### config.mk
export PLATFORM = sky130hd
export DESIGN_NAME = wb_dest_tracker_flat
export DESIGN_NICKNAME = d
export VERILOG_FILES = /design/src/rtl/wb_dest_tracker_pkg.sv /design/src/rtl/wb_dest_tracker_if.sv /design/src/rtl/wb_dest_tracker_dest_match_prio.sv /design/src/rtl/wb_dest_tracker.sv /design/src/flat_wrapper.sv
export SDC_FILE = /design/constraint.sdc
export NUM_CORES = 1
export LEC_CHECK = 0
export CAP_MARGIN = 20
export CELL_PAD_IN_SITES_DETAIL_PLACEMENT = 1
export CELL_PAD_IN_SITES_GLOBAL_PLACEMENT = 2
export CORE_ASPECT_RATIO = 0.5
export CORE_MARGIN = 2
export CORE_UTILIZATION = 26
export CTS_CLUSTER_DIAMETER = 30
export DETAILED_ROUTE_END_ITERATION = 16
export PLACE_DENSITY = 0.9
export SKIP_CTS_REPAIR_TIMING = 1
export SLEW_MARGIN = 20
export SYNTH_ARGS = -nofsm -noshare
export SYNTH_HDL_FRONTEND = slang
export SYNTH_HIERARCHICAL = 1
export SYNTH_SLANG_ARGS = --single-unit
### constraint.sdc
create_clock -name CLK -period 4.03 [get_ports CLK]
set_input_delay 1.0075 -clock CLK [delete_from_list [all_inputs] [get_ports CLK]]
set_output_delay 1.0075 -clock CLK [all_outputs]
set_load 0.03 [all_outputs]
### src/rtl/wb_dest_tracker_pkg.sv
// Shared CPU definitions for the write-back destination tracker.
// RegDst encodings, register-file defaults and the stage-entry bundle.
package wb_dest_tracker_pkg;

  localparam int REG_AW_DEF   = 5;
  localparam int LINK_REG_DEF = 31;

  typedef enum logic [1:0] {
    RD_RT   = 2'b00,
    RD_RD   = 2'b01,
    RD_LINK = 2'b10,
    RD_NONE = 2'b11
  } regdst_e;

  typedef struct packed {
    logic                  valid;
    logic [REG_AW_DEF-1:0] dest;
    logic                  is_load;
  } stage_t;

endpackage

### src/rtl/wb_dest_tracker_if.sv
// ID-side bundle of the destination tracker: decode inputs,
// source queries and the tracked-stage / forwarding outputs.
interface wb_dest_tracker_if #(
  parameter int REG_AW = 5,
  parameter int DEPTH  = 3,
  parameter int SEL_W  = 2
);
  logic [1:0]            RegDst;
  logic [REG_AW-1:0]     rt;
  logic [REG_AW-1:0]     rd;
  logic                  RegWrite;
  logic                  MemToReg;
  logic                  Stall;
  logic                  Flush;
  logic [REG_AW-1:0]     rs_query;
  logic [REG_AW-1:0]     rt_query;
  logic                  rs_used;
  logic                  rt_used;
  logic [REG_AW-1:0]     WriteReg;
  logic [DEPTH-1:0]      stage_valid;
  logic [DEPTH*REG_AW-1:0] stage_dest;
  logic [SEL_W-1:0]      fwd_rs_sel;
  logic [SEL_W-1:0]      fwd_rt_sel;
  logic                  load_use;

  modport master (
    output RegDst, rt, rd, RegWrite, MemToReg,
    output Stall, Flush,
    output rs_query, rt_query, rs_used, rt_used,
    input  WriteReg, stage_valid, stage_dest,
    input  fwd_rs_sel, fwd_rt_sel, load_use
  );

  modport slave (
    input  RegDst, rt, rd, RegWrite, MemToReg,
    input  Stall, Flush,
    input  rs_query, rt_query, rs_used, rt_used,
    output WriteReg, stage_valid, stage_dest,
    output fwd_rs_sel, fwd_rt_sel, load_use
  );
endinterface

### src/rtl/wb_dest_tracker_dest_match_prio.sv
// Priority comparator: youngest tracked stage whose destination
// matches the query, reported as stage index + 1 (0 = no match).
module dest_match_prio #(
  parameter int REG_AW = 5,
  parameter int DEPTH  = 3,
  parameter int SEL_W  = 2
) (
  input  logic [DEPTH-1:0]        valid,
  input  logic [DEPTH*REG_AW-1:0] dest,
  input  logic [REG_AW-1:0]       query,
  input  logic                    used,
  output logic [SEL_W-1:0]        sel
);

  // Scan oldest to youngest so the youngest match overwrites.
  always_comb begin
    sel = '0;
    for (int k = DEPTH - 1; k >= 0; k--) begin
      if (used && (query != '0) && valid[k] &&
          (dest[k*REG_AW +: REG_AW] == query)) begin
        sel = SEL_W'(k + 1);
      end
    end
  end

endmodule

### src/rtl/wb_dest_tracker.sv
// Write-back destination select in ID, carried through a DEPTH-stage
// shift pipeline with forwarding-select and load-use hazard outputs.
module wb_dest_tracker
  import wb_dest_tracker_pkg::*;
#(
  parameter int REG_AW   = REG_AW_DEF,
  parameter int LINK_REG = LINK_REG_DEF,
  parameter int DEPTH    = 3,
  parameter int SEL_W    = 2
) (
  input  logic            CLK,
  input  logic            Reset,
  wb_dest_tracker_if.slave bus
);

  typedef struct packed {
    logic              valid;
    logic [REG_AW-1:0] dest;
    logic              is_load;
  } entry_t;

  entry_t [DEPTH-1:0]      stage_q;
  entry_t [DEPTH-1:0]      stage_d;
  logic [REG_AW-1:0]       write_reg;
  logic                    id_wen;
  logic [DEPTH-1:0]        stg_valid;
  logic [DEPTH*REG_AW-1:0] stg_dest;

  always_comb begin
    write_reg = '0;
    unique case (bus.RegDst)
      RD_RT:   write_reg = bus.rt;
      RD_RD:   write_reg = bus.rd;
      RD_LINK: write_reg = REG_AW'(LINK_REG);
      RD_NONE: write_reg = '0;
      default: write_reg = '0;
    endcase
  end

  assign id_wen = bus.RegWrite && (bus.RegDst != RD_NONE) &&
                  (write_reg != '0);

  // Stage 0 takes a bubble on Stall/Flush; older stages always drain.
  always_comb begin
    stage_d = '0;
    if (!(bus.Stall || bus.Flush)) begin
      stage_d[0].valid   = id_wen;
      stage_d[0].dest    = id_wen ? write_reg : '0;
      stage_d[0].is_load = bus.MemToReg && id_wen;
    end
    for (int k = 1; k < DEPTH; k++) begin
      stage_d[k] = stage_q[k-1];
    end
  end

  always_ff @(posedge CLK) begin
    if (Reset) begin
      stage_q <= '0;
    end else begin
      stage_q <= stage_d;
    end
  end

  always_comb begin
    stg_valid = '0;
    stg_dest  = '0;
    for (int k = 0; k < DEPTH; k++) begin
      stg_valid[k]                 = stage_q[k].valid;
      stg_dest[k*REG_AW +: REG_AW] = stage_q[k].dest;
    end
  end

  assign bus.WriteReg    = write_reg;
  assign bus.stage_valid = stg_valid;
  assign bus.stage_dest  = stg_dest;

  dest_match_prio #(
    .REG_AW (REG_AW),
    .DEPTH  (DEPTH),
    .SEL_W  (SEL_W)
  ) u_rs_match (
    .valid (stg_valid),
    .dest  (stg_dest),
    .query (bus.rs_query),
    .used  (bus.rs_used),
    .sel   (bus.fwd_rs_sel)
  );

  dest_match_prio #(
    .REG_AW (REG_AW),
    .DEPTH  (DEPTH),
    .SEL_W  (SEL_W)
  ) u_rt_match (
    .valid (stg_valid),
    .dest  (stg_dest),
    .query (bus.rt_query),
    .used  (bus.rt_used),
    .sel   (bus.fwd_rt_sel)
  );

  // Hazard only while the load sits in EX; one stall moves it on.
  assign bus.load_use = stage_q[0].valid && stage_q[0].is_load &&
    ((bus.rs_used && (bus.rs_query != '0) &&
      (stage_q[0].dest == bus.rs_query)) ||
     (bus.rt_used && (bus.rt_query != '0) &&
      (stage_q[0].dest == bus.rt_query)));

endmodule

### src/flat_wrapper.sv
// flat-port wrapper written by rule: the top's interface ports become plain ports
module wb_dest_tracker_flat import wb_dest_tracker_pkg::*;
#(
  parameter int REG_AW   = REG_AW_DEF,
  parameter int LINK_REG = LINK_REG_DEF,
  parameter int DEPTH    = 3,
  parameter int SEL_W    = 2
)
  (CLK, Reset, bus_RegDst, bus_rt, bus_rd, bus_RegWrite, bus_MemToReg, bus_Stall, bus_Flush, bus_rs_query, bus_rt_query, bus_rs_used, bus_rt_used, bus_WriteReg, bus_stage_valid, bus_stage_dest, bus_fwd_rs_sel, bus_fwd_rt_sel, bus_load_use);
  wb_dest_tracker_if #(.REG_AW(REG_AW), .DEPTH(DEPTH), .SEL_W(SEL_W)) bus_i ();
  input  logic CLK;
  input  logic Reset;
  input wire logic [$bits(bus_i.RegDst)-1:0] bus_RegDst;
  input wire logic [$bits(bus_i.rt)-1:0] bus_rt;
  input wire logic [$bits(bus_i.rd)-1:0] bus_rd;
  input wire logic [$bits(bus_i.RegWrite)-1:0] bus_RegWrite;
  input wire logic [$bits(bus_i.MemToReg)-1:0] bus_MemToReg;
  input wire logic [$bits(bus_i.Stall)-1:0] bus_Stall;
  input wire logic [$bits(bus_i.Flush)-1:0] bus_Flush;
  input wire logic [$bits(bus_i.rs_query)-1:0] bus_rs_query;
  input wire logic [$bits(bus_i.rt_query)-1:0] bus_rt_query;
  input wire logic [$bits(bus_i.rs_used)-1:0] bus_rs_used;
  input wire logic [$bits(bus_i.rt_used)-1:0] bus_rt_used;
  output wire logic [$bits(bus_i.WriteReg)-1:0] bus_WriteReg;
  output wire logic [$bits(bus_i.stage_valid)-1:0] bus_stage_valid;
  output wire logic [$bits(bus_i.stage_dest)-1:0] bus_stage_dest;
  output wire logic [$bits(bus_i.fwd_rs_sel)-1:0] bus_fwd_rs_sel;
  output wire logic [$bits(bus_i.fwd_rt_sel)-1:0] bus_fwd_rt_sel;
  output wire logic [$bits(bus_i.load_use)-1:0] bus_load_use;
  assign bus_i.RegDst = bus_RegDst;
  assign bus_i.rt = bus_rt;
  assign bus_i.rd = bus_rd;
  assign bus_i.RegWrite = bus_RegWrite;
  assign bus_i.MemToReg = bus_MemToReg;
  assign bus_i.Stall = bus_Stall;
  assign bus_i.Flush = bus_Flush;
  assign bus_i.rs_query = bus_rs_query;
  assign bus_i.rt_query = bus_rt_query;
  assign bus_i.rs_used = bus_rs_used;
  assign bus_i.rt_used = bus_rt_used;
  assign bus_WriteReg = bus_i.WriteReg;
  assign bus_stage_valid = bus_i.stage_valid;
  assign bus_stage_dest = bus_i.stage_dest;
  assign bus_fwd_rs_sel = bus_i.fwd_rs_sel;
  assign bus_fwd_rt_sel = bus_i.fwd_rt_sel;
  assign bus_load_use = bus_i.load_use;
  wb_dest_tracker #(.REG_AW(REG_AW), .LINK_REG(LINK_REG), .DEPTH(DEPTH), .SEL_W(SEL_W)) u_core (.CLK(CLK), .Reset(Reset), .bus(bus_i));
endmodule
-- After elaboration in Yosys (flattened, before gate mapping)
Index checks and enable logic that the tools add are counted.
- bitwise logic cells: 1
- reduce and logical (&&, ||, !) cells: 29
- equal/unequal tests: 10
- multiplexer cells: 7
- operators with widths (kind ; number):
    5-bit == test ; 6
    1-bit logical AND ; 21
    5-bit case mux with 4 select lines ; 1
    5-bit nonzero test ; 3
    2-bit two-way mux ; 6
    2-bit == test (second input constant) ; 2
    3-bit OR reduction ; 1
    2-bit by 1-bit == test with 1-bit output (second input constant) ; 1
    2-bit logical NOT ; 1
    1-bit logical OR ; 2
    2-bit inequality test (second input constant) ; 1
    2-bit OR reduction ; 1
    1-bit inverter ; 1
- flip-flop bits (word level): 19
- input bits: 30

-- Depth between registers and ports, before layout
Gate-level depths: netlist (run 1).
- word-level depth: 7
- depth in mapped cells: 5
- mapped depth without buffers: 4

-- Cells and area by module
The synthesis (run 1) kept the hierarchy.
- by module, submodules not included (module ; cells each ; sequential area each (um2) ; area each (um2) ; times used):
    wb_dest_tracker ; 92 ; 380.4 ; 898.4 ; 1
    dest_match_prio ; 26 ; 0.0 ; 217.7 ; 2

-- Least setup slack after synthesis (run 1)
Ideal clock, no wire load.
- path type: input to output
- from: in bus_rs_query[0]
- to: out bus_fwd_rs_sel[1]
- setup slack: 0.658 ns
- arrival: 2.365 ns
- cell stages on the path: 4
- data required time: 3.023 ns
- buffers on the path: 0
- path through: or4_1 > o21a_1 > nand4_1 > a21boi_1
- cells in the longest elaborated chain, start to end: 7
- RTL lines (what ; line ; source):
    from (decl) ; flat_wrapper.sv:20 ; input wire logic [$bits(bus_i.rs_query)-1:0] bus_rs_query;
    5-bit nonzero test ; wb_dest_tracker_dest_match_prio.sv:19 ; if (used && (query != '0) && valid[k] &&
    1-bit logical AND (3 in a row) ; wb_dest_tracker_dest_match_prio.sv:19 ;
    2-bit two-way mux (2 in a row) ; wb_dest_tracker_dest_match_prio.sv:19 ;
    2-bit two-way mux * ; wb_dest_tracker_dest_match_prio.sv:19 ;
    to (decl) ; flat_wrapper.sv:27 ; output wire logic [$bits(bus_i.fwd_rs_sel)-1:0] bus_fwd_rs_sel;
Every way passes the cells marked *; elsewhere a longest branch is shown, timed or not.

-- Worst setup path in the final report (run 1)
- from: in bus_rt_query[0]
- to: out bus_fwd_rt_sel[1]
- cells in the longest elaborated chain, start to end: 7
- RTL lines (what ; line ; source):
    from (decl) ; flat_wrapper.sv:21 ; input wire logic [$bits(bus_i.rt_query)-1:0] bus_rt_query;
    5-bit nonzero test ; wb_dest_tracker_dest_match_prio.sv:19 ;
    1-bit logical AND (3 in a row) ; wb_dest_tracker_dest_match_prio.sv:19 ;
    2-bit two-way mux (2 in a row) ; wb_dest_tracker_dest_match_prio.sv:19 ;
    2-bit two-way mux * ; wb_dest_tracker_dest_match_prio.sv:19 ;
    to (decl) ; flat_wrapper.sv:28 ; output wire logic [$bits(bus_i.fwd_rt_sel)-1:0] bus_fwd_rt_sel;
Marks and branches as above.

==> results of run 1 <==
[critical path: cells and delay by family]
family	cells	cell delay, ps
and+or+nand+nor	2	710
buffers and inverters	2	720
AOI/OAI and AO/OA	2	400
[logic make-up (layout without fill, tap and decap cells)]
| kind of cell | Yosys count | count (layout) | share of synthesized area [%] |
|---|---|---|---|
| buf+inv | 15 | 64 | 8.25 |
| xor+xnor | 38 | 38 | 25.0 |
| compound gates | 16 | 16 | 10.1 |
| simple gates | 56 | 56 | 28.1 |
| flops | 19 | 19 | 28.5 |
[layout make-up]
cell class | instances | area share [%]
clock buffers | 4 | 2.33
well taps | 70 | 4.52
flip-flops and latches | 19 | 19.6
multi-input cells | 110 | 43.5
repair buffers | 60 | 30.0
[layer usage]
| metal | track usage (%) | wire length [microns] |
|---|---|---|
| met3 | 0.357 | 82 |
| met4 | 4.67 | 27 |
| met5 | 0 | 0 |
| met2 | 24.5 | 1880 |
| met1 | 15.9 | 1750 |
[final timing paths]
path                                                   to  cells past startpoint  slack, ps                     start
worst max register to register   u_core/bus.stage_dest[9]                      1       3260  u_core/bus.stage_dest[4]
worst min-delay path            u_core/bus.stage_dest[13]                      1        540  u_core/bus.stage_dest[8]
worst min register to register  u_core/bus.stage_dest[13]                      1        540  u_core/bus.stage_dest[8]
worst max-delay path                    bus_fwd_rt_sel[1]                      6        190           bus_rt_query[0]
[registers in the layout, indices dropped and copies added (netlist names)]
name / count
u_core/stage_d: 1
u_core/bus.stage_dest: 15
u_core/bus.stage_valid: 3
[cell usage after synthesis]
| library cell | number | share of area, % |
|---|---|---|
| clkbuf_1 | 1 | 0.28 |
| buf_2 | 1 | 0.37 |
| o21ai_2 | 2 | 1.3 |
| nor3_1 | 2 | 0.75 |
| o2bb2ai_2 | 3 | 3.4 |
| nor2_1 | 6 | 1.7 |
| nand4_1 | 8 | 3.8 |
| o21bai_1 | 1 | 0.56 |
| dfxtp_1 | 19 | 29 |
| o22ai_1 | 1 | 0.47 |
| o2111ai_1 | 1 | 0.66 |
| nand2_1 | 4 | 1.1 |
| xor2_1 | 27 | 18 |
| o21a_1 | 2 | 1.1 |
| buf_4 | 12 | 6.8 |
| nor2b_2 | 1 | 0.66 |
| buf_6 | 1 | 0.84 |
| nor2b_4 | 1 | 1.0 |
| and2_1 | 1 | 0.47 |
| nor4_1 | 7 | 3.3 |
| or4_1 | 3 | 1.7 |
| xnor2_1 | 11 | 7.2 |
| a21oi_1 | 2 | 0.75 |
| nor3b_1 | 1 | 0.56 |
| o21ai_1 | 2 | 0.75 |
| and3_1 | 5 | 2.3 |
| nor2b_1 | 11 | 5.2 |
| nor4b_2 | 1 | 1.1 |
| a21boi_1 | 2 | 1.1 |
| and4_4 | 2 | 1.7 |
| nor4_2 | 3 | 2.8 |
[through the flow]
stage	utilization (%)	cell area, sq um	setup slack (ps)
floorplan	-	1330	658
global placement	38.4	1890	214
detailed placement	38.4	1890	187
CTS	39.3	1940	194
global route	39.3	1940	104
finish	39.3	1940	186
[power breakdown]
| group | switching, mW | internal (mW) |
|---|---|---|
| Sequential | 0.00372 | 0.190 |
| Combinational | 0.0538 | 0.0564 |
| Clock | 0.0561 | 0.0700 |
| Total | 0.114 | 0.316 |
==> out/qor.yml, run 1 <==
outcome: "finished, final reports clean"
routedWlPerCell_microns: 14.2
synth.net_count: 174
slew_headroom_pct: 64.5
crit_fanout: 6
nFillCells: 559
rows: 18
slew_viol_final: 0
setup_viol: 0
diodes: 0
hpwlAfterDp_mm: 3.12
cts_sinks: 19
peakVddDrop_mv: 0.116
drive_gt1_share_pct: 12.4
yosysUniqueCellTypes: 31
place_inst: 259
min_period_ps: 3840
dieArea_sq_um: 5750
final_cell_mix: "52 x clkdlybuf4s50_1, 27 x xor2_1, 19 x dfxtp_1"
grt_max_degree: 14
hold_viol_final: 0
worstPathRequired_ps: 3020
multi_input_area_sq_um: 843
fmax_ghz: 0.260
fin_crit_sh_pct: 95.4
firstDrtPassIters: 4
path_clk_slew_ps: 60
syn_area_per_cell_sq_um: 9.26
p_per_area_nw_per_um2: 222
postRouteAntennaNets: 0
ys_seq_area_share_pct: 28.5
clock_latency_ps: 250
worst_pin_slew_ps: 527
num_vias: 1217
max_cap_violations: 0
synth_area_sq_um: 1330
cp-start-kind: "input port"
cts_inserted_buffers: 3
cts_tree: "built"
hp-class: "flip-flop to flip-flop"
arrival_ps: 2840
p_leak_nw: 0.734
die_h_microns: 54.6
cts_buffer_depth: 2
yosysWarnings: 6
critPathKind: "input port to output pin"
finalNonFillerCells: 263
die-width_microns: 105
critical_path.slowest_cell: "or4_1"
gp_congestion: 0.784
holdWs_ps: 537
finClkSkew_ps: 0.467
cp-end-kind: "output pin"
finalWirelength_mm: 3.74
core_area_sq_um: 4930
initial_core_util_pct: 27.0
cpPeakStageDelay_ps: 570
ys_seq_elements: 19
finalSetupTns_ps: 0
port-buffer-count: 57
grt_antenna_before_repair: 0
grtUsageTotal_pct: 12.8
fin_nets: 224
cts-root-buf: "clkbuf_8"
rsz0062_at_grt: "false"
drtIter0Drc: 27
io_pins: 58
syn-instance-count: 144
overflow: 0
path_cells: "clkdlybuf4s50_1, or4_1, o21a_1, nand4_1, a21boi_1, buf_4"
grt_pass1_wl_mm: 5.81
finalPower_uw: 430
htreeDepth: 1
layout.area.seq_sq_um: 380
drc: 0
areaGrowthSynthToFinish_pct: 45.2
vias_per_cell: 4.63
final_common_cell: "clkdlybuf4s50_1"
grt_pass1_vias: 1194
Power figures use the tool's default switching activity.
==> inputs of run 2 (changes only) <==
--- a/config.mk
+++ b/config.mk
@@ -8,11 +8,12 @@
 export CAP_MARGIN = 20
 export CELL_PAD_IN_SITES_DETAIL_PLACEMENT = 1
 export CELL_PAD_IN_SITES_GLOBAL_PLACEMENT = 2
-export CORE_ASPECT_RATIO = 0.5
+export CORE_ASPECT_RATIO = 0.8
 export CORE_MARGIN = 2
 export CORE_UTILIZATION = 26
 export CTS_CLUSTER_DIAMETER = 30
 export DETAILED_ROUTE_END_ITERATION = 16
+export MAX_ROUTING_LAYER = met4
 export PLACE_DENSITY = 0.9
 export SKIP_CTS_REPAIR_TIMING = 1
 export SLEW_MARGIN = 20
==> run 2 against run 1 <==
  * Largest power group unchanged
  * Via count is 1.7% lower
  * Largest cell class unchanged
  * Highest routed layer is now met3
  * Wire length grew 0.35%
  * Design area is 0.26% higher
  * Worst hold slack gained 11 ps
  * Core utilization decreased by 0.26 points
==> out/qor.yml, run 2 (synthesis gave the netlist of run 1 again) <==
cts-root-buf: "clkbuf_8"
critical_path.slowest_cell: "clkdlybuf4s50_1"
slew_viol_final: 0  # unchanged
worst_pin_slew_ps: 467  # -60.3 ps
fmax_ghz: 0.260  # -0.19%
port-buffer-count: 57  # unchanged
postRouteAntennaNets: 0  # unchanged
final_common_cell: "clkdlybuf4s50_1"
max_cap_violations: 0  # unchanged
core_area_sq_um: 4980  # +0.94%
rows: 23  # +5
path_cells: "clkdlybuf4s50_1, or4_1, o21a_1, nand4_1, a21boi_1, buf_4"
die_h_microns: 68.1  # +25%
grt_pass1_wl_mm: 6.04  # +3.9%
fin_crit_sh_pct: 95.6  # +0.18 points
drc: 0  # unchanged
rsz0062_at_grt: "false"
worstPathRequired_ps: 3020  # about the same
cts_sinks: 19  # unchanged
dieArea_sq_um: 5720  # -0.55%
grtUsageTotal_pct: 13.5  # +0.72 points
cts_inserted_buffers: 3  # unchanged
num_vias: 1196  # -1.7%
cts_buffer_depth: 2  # unchanged
grt_max_degree: 14  # unchanged
final_cell_mix: "52 x clkdlybuf4s50_1, 27 x xor2_1, 19 x dfxtp_1"
cts_tree: "built"
cpLargestDelayFamily: "buffers and inverters"
crit_fanout: 6  # unchanged
finalWirelength_mm: 3.75  # +0.35%
arrival_ps: 2840  # about the same
areaGrowthSynthToFinish_pct: 45.6
die-width_microns: 84.1  # -20%
crit_buf_inv: 2  # unchanged
cp-start-kind: "input port"
path_clk_slew_ps: 60  # about the same
htreeDepth: 1  # unchanged
drive_gt1_share_pct: 13.3  # +0.90 points
cp-end-kind: "output pin"
initial_core_util_pct: 26.8  # -0.25 points
setup_viol: 0  # unchanged
grt_pass1_vias: 1243  # +4.1%
critPathKind: "input port to output pin"
finClkSkew_ps: 2.56  # +2.09 ps
gp_congestion: 0.926  # +18%
peakVddDrop_mv: 0.145  # +25%
grt_antenna_before_repair: 0  # unchanged
slew_headroom_pct: 68.8  # +4.2 points
min_path_cells: 1  # unchanged
final_cell_area_sq_um: 1940  # +0.26%
outcome: "finished, final reports clean"
min_period_ps: 3850  # +7.19 ps
hpwlAfterDp_mm: 3.14  # +0.52%
finalSetupTns_ps: 0  # unchanged
largest_register_ffs: 15  # unchanged
firstDrtPassIters: 4  # unchanged
p_per_area_nw_per_um2: 221  # -0.43%
io_pins: 58  # unchanged
cp.depth: 6  # unchanged
overflow: 0  # unchanged
vias_per_cell: 4.65  # +0.57%
clock_latency_ps: 240  # about the same
p_leak_nw: 0.744  # +1.3%
routedWlPerCell_microns: 14.6  # +2.7%
drtIter0Drc: 50  # +85%
rr_worst_depth: 1  # unchanged
hold_viol_final: 0  # unchanged
diodes: 0  # unchanged
dpl_cell_area_sq_um: 1900  # +0.26%
hp-class: "flip-flop to flip-flop"
cpPeakStageDelay_ps: 570  # about the same
fin_nets: 226  # +0.89%
-- run 2: worst paths after layout --
path	from	to	slack (ps)
max	bus_rt_query[4]	bus_fwd_rt_sel[1]	180
max reg2reg	u_core/bus.stage_dest[2]	u_core/bus.stage_dest[7]	3260
min reg2reg	u_core/bus.stage_dest[7]	u_core/bus.stage_dest[12]	550
min	u_core/bus.stage_dest[7]	u_core/bus.stage_dest[12]	550
-- run 2: power breakdown --
| part | switching (mW) | internal, mW |
|---|---|---|
| Combinational | 0.0542 | 0.0577 |
| Sequential | 0.00387 | 0.190 |
| Clock | 0.0537 | 0.0699 |
| Total | 0.112 | 0.317 |
-- run 2: stage by stage --
stage / instances / setup slack, ps / power, mW / utilization (%) / hold slack (ps)
6_report: 257 / 178 / 0.429 / 39.0 / 548
5_1_grt: 257 / 50.0 / 0.452 / 39.0 / 562
4_1_cts: 257 / 193 / 0.434 / 39.0 / 550
2_1_floorplan: 144 / 658 / 0.250 / - / 491
3_5_place_dp: 253 / 197 / 0.310 / 38.1 / 539
3_3_place_gp: 253 / 211 / 0.309 / 38.1 / 534
-- run 2: layout make-up --
type / count / area, sq um
Tap cell: 62 / 77.6
Sequential cell: 19 / 380
Multi-Input combinational cell: 110 / 843
Clock buffer: 4 / 45.0
Timing Repair Buffer: 62 / 596
Fill cell: 590 / 3040
-- run 2: per-layer routing --
layer | track usage, % | part of all wire, % | up-vias
met5 | - | 0 | -
met4 | 2.02 | 0 | 0
met3 | 1.81 | 5.2 | 0
met2 | 22.8 | 45 | 36
met1 | 17.8 | 50 | 559
li1 | - | - | 601
==> inputs of run 3 (changes only) <==
--- a/config.mk
+++ b/config.mk
@@ -5,12 +5,13 @@
 export SDC_FILE = /design/constraint.sdc
 export NUM_CORES = 1
 export LEC_CHECK = 0
+export ABC_AREA = 1
 export CAP_MARGIN = 20
 export CELL_PAD_IN_SITES_DETAIL_PLACEMENT = 1
 export CELL_PAD_IN_SITES_GLOBAL_PLACEMENT = 2
 export CORE_ASPECT_RATIO = 0.8
 export CORE_MARGIN = 2
-export CORE_UTILIZATION = 26
+export CORE_UTILIZATION = 24
 export CTS_CLUSTER_DIAMETER = 30
 export DETAILED_ROUTE_END_ITERATION = 16
 export MAX_ROUTING_LAYER = met4
==> run 3 against run 2 <==
  * Design area increased by 21%
  * Die area up 37%
  * Synthesized cell count is 110% higher
  * Combinational power up 18%
  * Critical endpoint is now bus_WriteReg[0]
==> out/qor.yml, run 3 <==
port-buffer-count: 57  # unchanged
finalNonFillerCells: 442  # +72%
synth.area.top_cells: "dfxtp_1 22%, nand2_1 20%, inv_1 13%"
grt_max_degree: 14  # unchanged
htreeDepth: 1  # unchanged
hpwlAfterDp_mm: 4.71  # +50%
max_cap_violations: 0  # unchanged
rr_worst_depth: 2  # +1
slew_viol_final: 0  # unchanged
yosys.area_share.simple_pct: 43.0  # +15 points
min_path_cells: 2  # +1
fin_crit_sh_pct: 90.5  # -5.0 points
min_period_ps: 3650  # -203 ps
cp-start-kind: "input port"
cp-end-kind: "output pin"
num_vias: 1907  # +59%
firstDrtPassIters: 4  # unchanged
arrival_ps: 2640  # -200 ps
slew_headroom_pct: 62.2  # -6.6 points
rows: 27  # +17%
worst_pin_slew_ps: 565  # +98.2 ps
rsz0062_at_grt: "false"
yosysTopAreaCellShare_pct: 22.3  # -6.3 points
yosysWarnings: 6  # unchanged
async_flop_share_pct: 0  # unchanged
holdWs_ps: 503  # -44.5 ps
clock_latency_ps: 270  # +30 ps
grt_antenna_before_repair: 0  # unchanged
synth_most_common_cell: "nand2_1"
yosysUniqueCellTypes: 22  # -29%
io_pins: 58  # unchanged
setup_viol: 0  # unchanged
finalWirelength_mm: 5.79  # +54%
nFillCells: 937  # +59%
worstPathRequired_ps: 3020  # about the same
hp-class: "flip-flop to flip-flop"
synth_area_sq_um: 1710  # +28%
overflow: 0  # unchanged
synthTopCellsByCount: "92 x nand2_1, 60 x inv_1, 45 x nor2_1, 19 x dfxtp_1, 13 x nand3_1"
syn-instance-count: 307  # +110%
cts-root-buf: "clkbuf_8"
synth-edff-count: 0  # unchanged
synth_top_family_by_area: "simple AND/OR/NAND/NOR gates"
largest_register_ffs: 15  # unchanged
die-width_microns: 98.4  # +17%
cts_inserted_buffers: 3  # unchanged
critPathKind: "input port to output pin"
drive_gt1_share_pct: 11.0  # -2.3 points
critical_path.slowest_cell: "clkdlybuf4s50_1"
place_inst: 438  # +73%
grt_pass1_vias: 1946  # +57%
core_area_sq_um: 6890  # +38%
dieArea_sq_um: 7820  # +37%
finClkSkew_ps: 4.55  # +1.99 ps
hold_viol_final: 0  # unchanged
diodes: 0  # unchanged
synth_xor_area_share_pct: 4.10  # -21 points
cts_sinks: 19  # unchanged
ys_seq_area_share_pct: 22.3  # -6.3 points
fin_nets: 386  # +71%
synth.net_count: 337  # +94%
synth_ff_type: "dfxtp_1"
grt_pass1_wl_mm: 9.68  # +60%
synth_compound_area_share_pct: 9.74  # -0.39 points
final_cell_mix: "92 x nand2_1, 60 x inv_1, 50 x clkdlybuf4s50_1"
postRouteAntennaNets: 0  # unchanged
drc: 0  # unchanged
ys_seq_elements: 19  # unchanged
synth_top_area_cell: "dfxtp_1"
synth.area.mux_share_pct: 0  # unchanged
synth_fa_ha_area_share_pct: 0  # unchanged
outcome: "finished, final reports clean"
grtUsageTotal_pct: 16.0  # +2.6 points
initial_core_util_pct: 24.8  # -2.0 points
cpPeakStageDelay_ps: 660  # +90 ps
cts_buffer_depth: 2  # unchanged
p_per_area_nw_per_um2: 199  # -9.9%
crit_fanout: 7  # +1
peakVddDrop_mv: 0.0831  # -43%
syn_area_per_cell_sq_um: 5.57  # -40%
routedWlPerCell_microns: 13.1  # -10%
multi_input_area_sq_um: 972  # +15%
path_cells: "clkdlybuf4s50_1, o21ai_0, o21ai_2, inv_1, clkdlybuf4s50_1"
fmax_ghz: 0.274  # +5.6%
path_clk_slew_ps: 80  # +20 ps
drtIter0Drc: 131  # +160%
crit_top_cell: "clkdlybuf4s50_1"
die_h_microns: 79.5  # +17%
layout.area.seq_sq_um: 380  # unchanged
cts_tree: "built"
areaGrowthSynthToFinish_pct: 37.6
gp_congestion: 0.891  # -3.7%
final_common_cell: "nand2_1"
vias_per_cell: 4.31  # -7.3%
p_leak_nw: 1.15  # +54%
## run 3: metal layers
layer | wire (microns) | GRT usage [%] | up-vias
li1 | - | - | 987
met1 | 2940 | 21.0 | 874
met2 | 2650 | 26.2 | 44
met3 | 183 | 2.28 | 2
met4 | 19 | 4.38 | 0
met5 | 0 | - | -
## run 3: worst paths after layout
check | startpoint | slack, ps | endpoint
worst max register to register | u_core/bus.stage_dest[3] | 3150 | u_core/bus.stage_dest[8]
worst min register to register | u_core/bus.stage_dest[9] | 500 | u_core/bus.stage_dest[14]
worst min-delay path | u_core/bus.stage_dest[9] | 500 | u_core/bus.stage_dest[14]
worst max-delay path | bus_RegDst[1] | 380 | bus_WriteReg[0]
## run 3: kinds of logic after synthesis
group | Yosys count
AND/OR/NAND/NOR | 173
buffers and inverters | 83
AO/OA/AOI/OAI | 24
flip-flops | 19
XOR/XNOR | 8
## run 3: cell type report
type                       instances  share of cell area (%)
clock inverter                     1                   0.319
sequential                        19                    16.2
clock buffer                       3                    1.76
inverter                          70                    11.2
timing repair buffer              57                    24.6
tap                               87                    4.63
multi-input combinational        205                    41.4
## run 3: report_power, final
part | total [mW] | switching (mW) | internal (mW) | leakage [nW]
combinational | 0.132 | 0.0749 | 0.0566 | 0.972
sequential | 0.194 | 0.00418 | 0.190 | 0.153
clock | 0.143 | 0.0729 | 0.0699 | 0.0217
## run 3: stage by stage
stage / setup WS, ps / power, mW / setup TNS [ps] / utilization (%) / cell area [sq um]
after floorplan: 1160 / 0.265 / 0 / - / 1710
after global placement: -21.6 / 0.330 / -30.5 / 33.2 / 2290
after detailed placement: -8.69 / 0.330 / -8.69 / 33.2 / 2290
after CTS: -12.1 / 0.475 / -12.1 / 33.9 / 2340
after global routing: 233 / 0.500 / 0 / 34.1 / 2350
final: 381 / 0.468 / 0 / 34.1 / 2350
## run 3: critical path, delay by kind of cell
family / cells / cell delay (ps)
compound gates: 2 / 370
buf+inv: 3 / 1260
